==> src/rtl/skywater_dlyline_code_ctrl_if.sv <==
// Request/status bundle between the DLL/calibration logic and the delay-line code controller.
// The master drives the requests and the slave returns the thermometer word and status.
interface skywater_dlyline_code_ctrl_if #(
  parameter int NCELL = 64,
  parameter int CW    = 7
);
  logic [CW-1:0]    code_in;
  logic             code_ld;
  logic             immed;
  logic             inc;
  logic             dec;
  logic [NCELL-1:0] bk;
  logic [CW-1:0]    code_cur;
  logic             busy;
  logic             done;
  logic             sat;

  modport master (
    output code_in, code_ld, immed, inc, dec,
    input  bk, code_cur, busy, done, sat
  );

  modport slave (
    input  code_in, code_ld, immed, inc, dec,
    output bk, code_cur, busy, done, sat
  );
endinterface

==> src/rtl/skywater_dlyline_code_ctrl.sv <==
// Converts a binary delay target into the thermometer bk word for the delay line.
// It supports ramped one-cell stepping, immediate jumps, DLL inc/dec requests and clamping.
module skywater_dlyline_code_ctrl #(
  parameter int NCELL    = 64,
  parameter int CW       = 7,
  parameter int DIV      = 4,
  parameter int RST_CODE = 0
) (
  input  logic                              clk,
  input  logic                              rst,
  skywater_dlyline_code_ctrl_if.slave       bus
);

  localparam int DW = (DIV > 1) ? $clog2(DIV) : 1;
  localparam logic [CW-1:0] MAXC  = CW'(NCELL - 1);
  localparam logic [CW-1:0] RSTC  = CW'(RST_CODE);
  localparam logic [DW-1:0] RELOAD = DW'(DIV - 1);

  typedef enum logic [1:0] {S_IDLE, S_WAIT, S_STEP} state_t;

  function automatic logic [NCELL-1:0] therm(input logic [CW-1:0] c);
    logic [NCELL-1:0] t;
    for (int i = 0; i < NCELL; i++) t[i] = (i < int'(c));
    return t;
  endfunction

  function automatic logic over_range(input logic [CW-1:0] c);
    return int'(c) > NCELL - 1;
  endfunction

  function automatic logic [CW-1:0] clamp_code(input logic [CW-1:0] c);
    return over_range(c) ? MAXC : c;
  endfunction

  state_t           state_q, state_d;
  logic [DW-1:0]    cnt_q, cnt_d;
  logic [CW-1:0]    code_q, code_d;
  logic [CW-1:0]    tgt_q, tgt_d;
  logic [NCELL-1:0] bk_q, bk_d;
  logic             busy_q, busy_d;
  logic             done_q, done_d;
  logic             sat_q, sat_d;

  logic [CW-1:0]    ld_tgt;
  logic [CW-1:0]    goal;
  logic [CW-1:0]    stepped;
  logic             run;

  always_comb begin
    state_d = state_q;
    cnt_d   = cnt_q;
    code_d  = code_q;
    tgt_d   = tgt_q;
    busy_d  = busy_q;
    sat_d   = sat_q;
    done_d  = 1'b0;
    run     = 1'b0;
    goal    = tgt_q;
    stepped = code_q;
    ld_tgt  = clamp_code(bus.code_in);

    if (bus.code_ld) begin
      sat_d = over_range(bus.code_in);
      if (bus.immed) begin
        code_d  = ld_tgt;
        state_d = S_IDLE;
        busy_d  = 1'b0;
        done_d  = 1'b1;
        cnt_d   = '0;
      end else if (ld_tgt == code_q) begin
        // Covers both an idle no-move load and a retarget onto the current code.
        state_d = S_IDLE;
        busy_d  = 1'b0;
        done_d  = 1'b1;
        cnt_d   = '0;
        tgt_d   = ld_tgt;
      end else if (state_q == S_IDLE) begin
        tgt_d   = ld_tgt;
        state_d = (DIV == 1) ? S_STEP : S_WAIT;
        cnt_d   = RELOAD;
        busy_d  = 1'b1;
      end else begin
        // Retarget keeps the divider phase running toward the new goal.
        tgt_d = ld_tgt;
        goal  = ld_tgt;
        run   = 1'b1;
      end
    end else if (state_q == S_IDLE) begin
      if (bus.inc ^ bus.dec) begin
        done_d = 1'b1;
        if ((bus.inc && code_q == MAXC) || (bus.dec && code_q == '0)) begin
          sat_d = 1'b1;
        end else begin
          sat_d  = 1'b0;
          code_d = bus.inc ? code_q + CW'(1) : code_q - CW'(1);
        end
      end
    end else begin
      run = 1'b1;
    end

    if (run) begin
      case (state_q)
        S_WAIT: begin
          cnt_d = cnt_q - DW'(1);
          if (cnt_q == DW'(1)) state_d = S_STEP;
        end
        S_STEP: begin
          stepped = (goal > code_q) ? code_q + CW'(1) : code_q - CW'(1);
          code_d  = stepped;
          if (stepped == goal) begin
            state_d = S_IDLE;
            busy_d  = 1'b0;
            done_d  = 1'b1;
            cnt_d   = '0;
          end else begin
            state_d = (DIV == 1) ? S_STEP : S_WAIT;
            cnt_d   = RELOAD;
          end
        end
        default: ;
      endcase
    end

    bk_d = therm(code_d);
  end

  always_ff @(posedge clk) begin
    if (rst) begin
      state_q <= S_IDLE;
      cnt_q   <= '0;
      code_q  <= RSTC;
      tgt_q   <= RSTC;
      bk_q    <= therm(RSTC);
      busy_q  <= 1'b0;
      done_q  <= 1'b0;
      sat_q   <= 1'b0;
    end else begin
      state_q <= state_d;
      cnt_q   <= cnt_d;
      code_q  <= code_d;
      tgt_q   <= tgt_d;
      bk_q    <= bk_d;
      busy_q  <= busy_d;
      done_q  <= done_d;
      sat_q   <= sat_d;
    end
  end

  assign bus.bk       = bk_q;
  assign bus.code_cur = code_q;
  assign bus.busy     = busy_q;
  assign bus.done     = done_q;
  assign bus.sat      = sat_q;

endmodule

==> src/flat_wrapper.sv <==
// flat-port wrapper written by rule: the top's interface ports become plain ports
module skywater_dlyline_code_ctrl_flat 
#(
  parameter int NCELL    = 64,
  parameter int CW       = 7,
  parameter int DIV      = 4,
  parameter int RST_CODE = 0
)
  (clk, rst, bus_code_in, bus_code_ld, bus_immed, bus_inc, bus_dec, bus_bk, bus_code_cur, bus_busy, bus_done, bus_sat);
  skywater_dlyline_code_ctrl_if #(.NCELL(NCELL), .CW(CW)) bus_i ();
  input  logic clk;
  input  logic rst;
  input wire logic [$bits(bus_i.code_in)-1:0] bus_code_in;
  input wire logic [$bits(bus_i.code_ld)-1:0] bus_code_ld;
  input wire logic [$bits(bus_i.immed)-1:0] bus_immed;
  input wire logic [$bits(bus_i.inc)-1:0] bus_inc;
  input wire logic [$bits(bus_i.dec)-1:0] bus_dec;
  output wire logic [$bits(bus_i.bk)-1:0] bus_bk;
  output wire logic [$bits(bus_i.code_cur)-1:0] bus_code_cur;
  output wire logic [$bits(bus_i.busy)-1:0] bus_busy;
  output wire logic [$bits(bus_i.done)-1:0] bus_done;
  output wire logic [$bits(bus_i.sat)-1:0] bus_sat;
  assign bus_i.code_in = bus_code_in;
  assign bus_i.code_ld = bus_code_ld;
  assign bus_i.immed = bus_immed;
  assign bus_i.inc = bus_inc;
  assign bus_i.dec = bus_dec;
  assign bus_bk = bus_i.bk;
  assign bus_code_cur = bus_i.code_cur;
  assign bus_busy = bus_i.busy;
  assign bus_done = bus_i.done;
  assign bus_sat = bus_i.sat;
  skywater_dlyline_code_ctrl #(.NCELL(NCELL), .CW(CW), .DIV(DIV), .RST_CODE(RST_CODE)) u_core (.clk(clk), .rst(rst), .bus(bus_i));
endmodule
==> config.mk <==
export PLATFORM = sky130hd
export DESIGN_NAME = skywater_dlyline_code_ctrl_flat
export DESIGN_NICKNAME = d
export VERILOG_FILES = /design/src/rtl/skywater_dlyline_code_ctrl_if.sv /design/src/rtl/skywater_dlyline_code_ctrl.sv /design/src/flat_wrapper.sv
export SDC_FILE = /design/constraint.sdc
export NUM_CORES = 1
export LEC_CHECK = 0
export CAP_MARGIN = 40
export CORE_MARGIN = 2
export CORE_UTILIZATION = 35
export DETAILED_ROUTE_END_ITERATION = 8
export DONT_BUFFER_PORTS = 1
export HOLD_SLACK_MARGIN = 0.05
export MAX_ROUTING_LAYER = met4
export PLACE_DENSITY_LB_ADDON = 0.15
export SLEW_MARGIN = 20
export SYNTH_ARGS = -nofsm -noshare
export SYNTH_HDL_FRONTEND = slang
export SYNTH_SLANG_ARGS = --single-unit
==> constraint.sdc <==
create_clock -name clk -period 15.27 [get_ports clk]
set_input_delay 3.054 -clock clk [delete_from_list [all_inputs] [get_ports clk]]
set_output_delay 3.054 -clock clk [all_outputs]
set_load 0.03 [all_outputs]
==> results.yml, run 1 <==
outcome:
  status: "completed"
layout:
  diodes: 0
  drive_gt1_share_pct: 8.19
  fillerInstances: 1158
  final_core_util_pct: 39.0
  area_delta_synth_final_pct: 9.44
  final_nets: 474
  finalNonFillerCells: 595
sta:
  max_freq_mhz: 131
  skew_ns: 0.0107
  setup_violations: 0
  relSlewSlack_pct: 42.7
  tightest_slew_ns: 0.858
  hold_viol_final: 0
  final_max_slew_viol_count: 0
  rsz0062_at_grt: "no"
  min_period_ns: 7.66
  final.period_utilization_pct: 50.1
  setup_tns_ns: 0
clock_network:
  cts_made_buffers: 9
  cts_setup_buffers: 0
  cts_buffer_depth: 2
  cts-root-buf: "clkbuf_16"
  hold_buffers: 0
  clock_latency_ns: 0.34
  cts_tree: "yes"
  ctsResizeCount: 0
  h-tree-depth: 3
  cts.sinks: 84
  path_clk_slew_ns: 0.06
pwr:
  pwr-share-comb_pct: 20.2
  p_clk_share_pct: 31.8
  power.internal_mw: 0.398
  p_sw_mw: 0.229
  swShare_pct: 36.5
  p_leak_nw: 1.77
  p_seq_share_pct: 48.0
  ir_drop_v: 0.0000977
  powerDensity_nw_per_um2: 142
synth:
  synth_common_cells: "84 x dfxtp_1, 41 x a21oi_1, 35 x nor2_1"
  yosysWarnings: 0
  synth_area_sq_um: 4030
  yosysUniqueCellTypes: 66
  synth_edf_count: 0
  async_reset_ff_share_pct: 0
  synthFlopType: "dfxtp_1"
  ys_ff_latch: 84
  yosys.area.top_type_share_pct: 41.7
  synthCells: 452
  avgSynthCellArea_sq_um: 8.92
  synthTopCellsByArea: "dfxtp_1 42%, a21oi_1 5.1%, ha_1 4.3%"
  yosysTopAreaCell: "dfxtp_1"
  seq_area_frac_synth_pct: 41.7
  synth_nets: 479
  yosysMostFrequentCell: "dfxtp_1"
placement:
  place_congestion: 0.914
  port_buffers: 0
  dpl.cell_count: 577
  dp_hpwl_um: 8740
die:
  rows: 39
  die_area_sq_um: 12400
  initial_core_util_pct: 35.6
  core-area_sq_um: 11300
  boundaryPins: 87
  die_h_um: 111
  die_x_um: 111
detailed_routing:
  drtAntennaViolNets: 0
  drt_wl_total_um: 11800
  drt_iter0_markers: 243
  viasPerCell: 5.69
  drtPass1Iterations: 5
  vias: 3388
  drcViolationCount: 0
  detail_route.wl_per_cell_um: 19.9
worst_setup_path:
  cp.arrival_ns: 7.84
  crit_start: "bus_code_in[3]"
  end_kind: "register"
  r2r-start: "u_core.bus.code_cur[3]"
  setup.worst_path.class: "in -> reg"
  r2r_cells: 16
  crit_fanout: 8
  worstPathRequired_ns: 15.45
  worstSetupStartpointType: "input pin"
hold_path:
  worstHoldPathCells: 2
  hold_path.startpoint: "u_core.tgt_q[1]"
  min-delay-path-class: "reg -> reg"
grt:
  use_met2_pct: 31.1
  use_met1_pct: 24.9
  grt_pass1_vias: 3253
  grt_pass1_wl_um: 18400
  grt_antenna_before_repair: 0
  grt_max_degree: 29
  top_usage_layer: "met2"
  track_usage_pct: 19.5
  grt-ovfl-total: 0
  grtUsageMet3_pct: 5.08
flow_run:
  max-cap-violations: 0
per-layer routing:
| metal | vias up | share of wire [%] |
|---|---|---|
| met1 | 1646 | 46 |
| met3 | 10 | 5.5 |
| met5 | - | 0 |
| met4 | 0 | 0.81 |
| met2 | 107 | 47 |
| li1 | 1625 | - |
power by group through the flow:
stage,Combinational [mW],Clock (mW),Sequential [mW]
after detailed placement,0.125,0,0.306
after global routing,0.140,0.213,0.303
after floorplan,0.101,0,0.298
final,0.127,0.200,0.301
after global placement,0.124,0,0.307
after CTS,0.125,0.205,0.302
registers in the layout (all words and copies together) (netlist names):
signal and count:
u_core.bus.bk 64, u_core.bus.busy 1, u_core.bus.code_cur 6, u_core.bus.done 1, u_core.bus.sat 1, u_core.cnt_q 2
u_core.state_q 2, u_core.tgt_q 7
cell type report:
class                   instances  area [sq um]  area share [%]
clock buffers                  11           233            5.28
clock inverters                 5          37.5           0.851
inverters                      30           113            2.55
multi-input cells             316          2130            48.3
flip-flops and latches         84          1680            38.1
well taps                     143           179            4.06
repair buffers                  6          36.3           0.822
layout by cell type (no fill, tap or decap), types with 5 or more instances in the layout:
cell / instances
nand4_1: 6
ha_1: 14
nor2b_1: 6
nand3_1: 15
mux2i_1: 14
xor2_1: 5
or3_1: 7
a211oi_1: 16
a21oi_1: 41
o21ai_0: 29
dfxtp_1: 84
xnor2_1: 13
nor2_1: 35
and3_1: 8
nand2b_1: 6
clkbuf_16: 9
nand2_1: 21
nor3_1: 7
inv_1: 29
worst paths after layout:
kind	end	slack, ns
worst min register to register	u_core.tgt_q[1]	0.50
worst max-delay path	u_core.bus.bk[62]	7.61
worst min-delay path	u_core.tgt_q[1]	0.50
worst max register to register	u_core.bus.bk[62]	9.42
cell families after synthesis:
group / count (synthesis) / synth area share (%)
AOI/OAI and AO/OA: 136 / 22.4
xor gates and xnor gates: 18 / 3.91
adders and majority gates: 14 / 4.35
buffers and inverters: 52 / 5.40
DFF: 84 / 41.7
muxes: 17 / 4.69
and+or+nand+nor: 131 / 17.5
per-stage QoR:
stage          power (mW)  setup WS, ns  area [sq um]  hold WS (ns)
2_1_floorplan       0.399          8.11          4030         0.444
3_3_place_gp        0.430          7.22          4130         0.486
4_1_cts             0.632          7.51          4400         0.500
5_1_grt             0.656          7.31          4410         0.514
6_report            0.627          7.61          4410         0.500
3_5_place_dp        0.431          7.14          4130         0.491
worst max-delay path, stage by stage:
cell,delay [ns]
xor2_1,0.13
nor4_1,0.39
o311ai_2,0.20
o211ai_1,0.69
mux2i_1,0.46
inv_1,0.08
ha_1,0.30
nand4_1,0.10
a21oi_1,0.14
o22a_1,0.39
mux2i_1,0.35
xnor2_1,0.17
a32oi_1,0.54
buf_2,0.32
nand2b_1,0.38
a211oi_1,0.14
No activity file was read; power rests on OpenSTA's default activity.
==> run 2: changes to the inputs <==
--- a/config.mk
+++ b/config.mk
@@ -5,6 +5,7 @@
 export SDC_FILE = /design/constraint.sdc
 export NUM_CORES = 1
 export LEC_CHECK = 0
+export ABC_AREA = 1
 export CAP_MARGIN = 40
 export CORE_MARGIN = 2
 export CORE_UTILIZATION = 35
==> constraint.sdc (replaced) <==
create_clock -name clk -period 7.74 [get_ports clk]
set_input_delay 1.548 -clock clk [delete_from_list [all_inputs] [get_ports clk]]
set_output_delay 1.548 -clock clk [all_outputs]
set_load 0.03 [all_outputs]
==> results.yml, run 2 <==
outcome:
  status: "completed"
die:
  initial_core_util_pct: 35.9
  core-area_sq_um: 11400
  die_x_um: 112
  die_area_sq_um: 12600
  rows: 39
  boundaryPins: 87
  die_h_um: 112
synth:
  synthTopCellsByArea: "dfxtp_1 41%, nand2_1 14%, inv_1 6.7%"
  synthCells: 573
  synth_area_sq_um: 4100
  yosysWarnings: 0
  seq_area_frac_synth_pct: 41.0
  async_reset_ff_share_pct: 0
  ys_ff_latch: 84
  yosysMostFrequentCell: "nand2_1"
  yosysUniqueCellTypes: 30
  synth_edf_count: 0
  synth_nets: 600
  synthFlopType: "dfxtp_1"
  synth_common_cells: "152 x nand2_1, 84 x dfxtp_1, 73 x inv_1"
  yosys.area.top_type_share_pct: 41.0
  avgSynthCellArea_sq_um: 7.15
  yosysTopAreaCell: "dfxtp_1"
hold_path:
  hold_end: "u_core.tgt_q[6]"
  min-delay-path-class: "reg -> reg"
  worstHoldPathCells: 2
  hold_path.startpoint: "u_core.tgt_q[6]"
sta:
  min_period_ns: 4.94
  rsz0062_at_grt: "no"
  final.period_utilization_pct: 63.8
  skew_ns: 0.00806
  tightest_slew_ns: 0.796
  hold_viol_final: 0
  setup_violations: 0
  relSlewSlack_pct: 46.9
  setup_tns_ns: 0
  hold_slack_ns: 0.469
  max_freq_mhz: 202
  layout_setup_ws_ns: 2.80
  final_max_slew_viol_count: 0
clock_network:
  ctsResizeCount: 0
  cts-root-buf: "clkbuf_16"
  clock_latency_ns: 0.34
  cts_made_buffers: 9
  cts_buffer_depth: 2
  cts_setup_buffers: 0
  h-tree-depth: 3
  cts.sinks: 84
  path_clk_slew_ns: 0.06
  cts_tree: "yes"
  hold_buffers: 0
grt:
  grt_pass1_wl_um: 18700
  grt_pass1_vias: 3392
  grt_antenna_before_repair: 0
  track_usage_pct: 19.6
  grt_max_degree: 26
  grt-ovfl-total: 0
layout:
  layout_commonest_cell: "nand2_1"
  diodes: 0
  final_nets: 598
  drive_gt1_share_pct: 11.6
  area_delta_synth_final_pct: 9.65
  final_cell_mix: "152 x nand2_1, 84 x dfxtp_1, 73 x inv_1"
  largest_reg_flops: 64
  design_area_sq_um: 4490
  fillerInstances: 1213
placement:
  dp_hpwl_um: 9070
  post-place-ws_ns: 2.48
  place_area_sq_um: 4210
  port_buffers: 0
  place_congestion: 0.918
pwr:
  p_seq_share_pct: 48.3
  total_power_mw: 1.30
  p_sw_mw: 0.502
  swShare_pct: 38.6
  power.internal_mw: 0.797
  p_clk_share_pct: 31.2
  ir_drop_v: 0.000189
  powerDensity_nw_per_um2: 289
  p_leak_nw: 2.32
  pwr-share-comb_pct: 20.5
detailed_routing:
  drt_wl_total_um: 11900
  vias: 3600
  drt_iter0_markers: 242
  viasPerCell: 5.01
  drtPass1Iterations: 5
  drtAntennaViolNets: 0
  drcViolationCount: 0
  detail_route.wl_per_cell_um: 16.6
worst_setup_path:
  r2r-start: "u_core.bus.code_cur[3]"
  worstPathRequired_ns: 7.93
  worstSetupStartpointType: "input pin"
  worstReg2RegEnd: "u_core.bus.bk[3]"
  r2r_setup_slack_ns: 3.25
  setup.worst_path.class: "in -> reg"
  end_kind: "register"
  crit_fanout: 16
  r2r_cells: 21
  cp.arrival_ns: 5.13
flow_run:
  max-cap-violations: 0
-- run 2: layer usage --
layer / global-route usage, % / vias up / routed length [um]
met5: - / - / 0
met4: 4.88 / 0 / 142
met3: 6.16 / 8 / 1020
met2: 29.8 / 149 / 5440
met1: 25.5 / 1624 / 5310
li1: - / 1819 / -
-- run 2: logic make-up (layout without fill, tap and decap cells) --
| family | count (synthesis) | in the layout | synth area share (%) |
|---|---|---|---|
| AO/OA/AOI/OAI | 86 | 86 | 11.5 |
| flip-flops | 84 | 84 | 41.0 |
| XOR/XNOR | 8 | 8 | 1.71 |
| adder cells (fa/ha/maj) | 14 | 14 | 4.27 |
| buffers and inverters | 103 | 106 | 10.2 |
| AND/OR/NAND/NOR | 278 | 278 | 31.3 |
-- run 2: cell type report --
| type | instances | area (sq um) | area share, % |
|---|---|---|---|
| sequential | 84 | 1680 | 37.4 |
| clock inverter | 6 | 46.3 | 1.03 |
| timing repair buffer | 3 | 22.5 | 0.501 |
| inverter | 87 | 327 | 7.27 |
| clock buffer | 10 | 239 | 5.32 |
| tap | 143 | 179 | 3.98 |
| multi-input combinational | 386 | 2000 | 44.5 |
-- run 2: power by group through the flow --
stage | Clock (mW) | Combinational [mW] | Sequential [mW]
floorplan | 0 | 0.205 | 0.624
global placement | 0 | 0.264 | 0.639
detailed placement | 0 | 0.263 | 0.638
CTS | 0.421 | 0.265 | 0.628
global route | 0.437 | 0.301 | 0.632
finish | 0.405 | 0.266 | 0.627
-- run 2: how the worst max path moves through the flow --
stage | start | end | slack [ns] | cells past startpoint
final | bus_code_in[5] | u_core.bus.bk[3] | 2.80 | 20
after global routing | bus_code_in[5] | u_core.bus.bk[10] | 2.34 | 20
after CTS | bus_code_in[5] | u_core.bus.bk[3] | 2.84 | 20
after detailed placement | bus_code_in[5] | u_core.bus.bk[3] | 2.48 | 20
after global placement | bus_code_in[5] | u_core.bus.bk[8] | 2.58 | 20
after floorplan | bus_code_in[6] | u_core.bus.bk[32] | 3.49 | 25
-- run 2: metrics by stage --
stage	utilization [%]	cells
6_report	39.3	719
5_1_grt	39.3	719
4_1_cts	39.3	719
3_5_place_dp	36.9	703
3_3_place_gp	36.9	703
2_1_floorplan	-	573
-- run 2: critical path: stages --
cell and delay [ns]:
nor2_2 0.26, nand2_1 0.08, nand3_1 0.12, nor2_2 0.05, nand2_2 0.17, nand3_1 0.36
nand2_1 0.23, nand2_1 0.11, ha_1 0.28, nand2_1 0.04, nor2_1 0.13, nand4_1 0.27
nand2_1 0.28, nand2_1 0.08, nand2_1 0.16, nand2_1 0.09, nand3_1 0.12, nand2_2 0.23
nor2_4 0.36, nand3_1 0.13
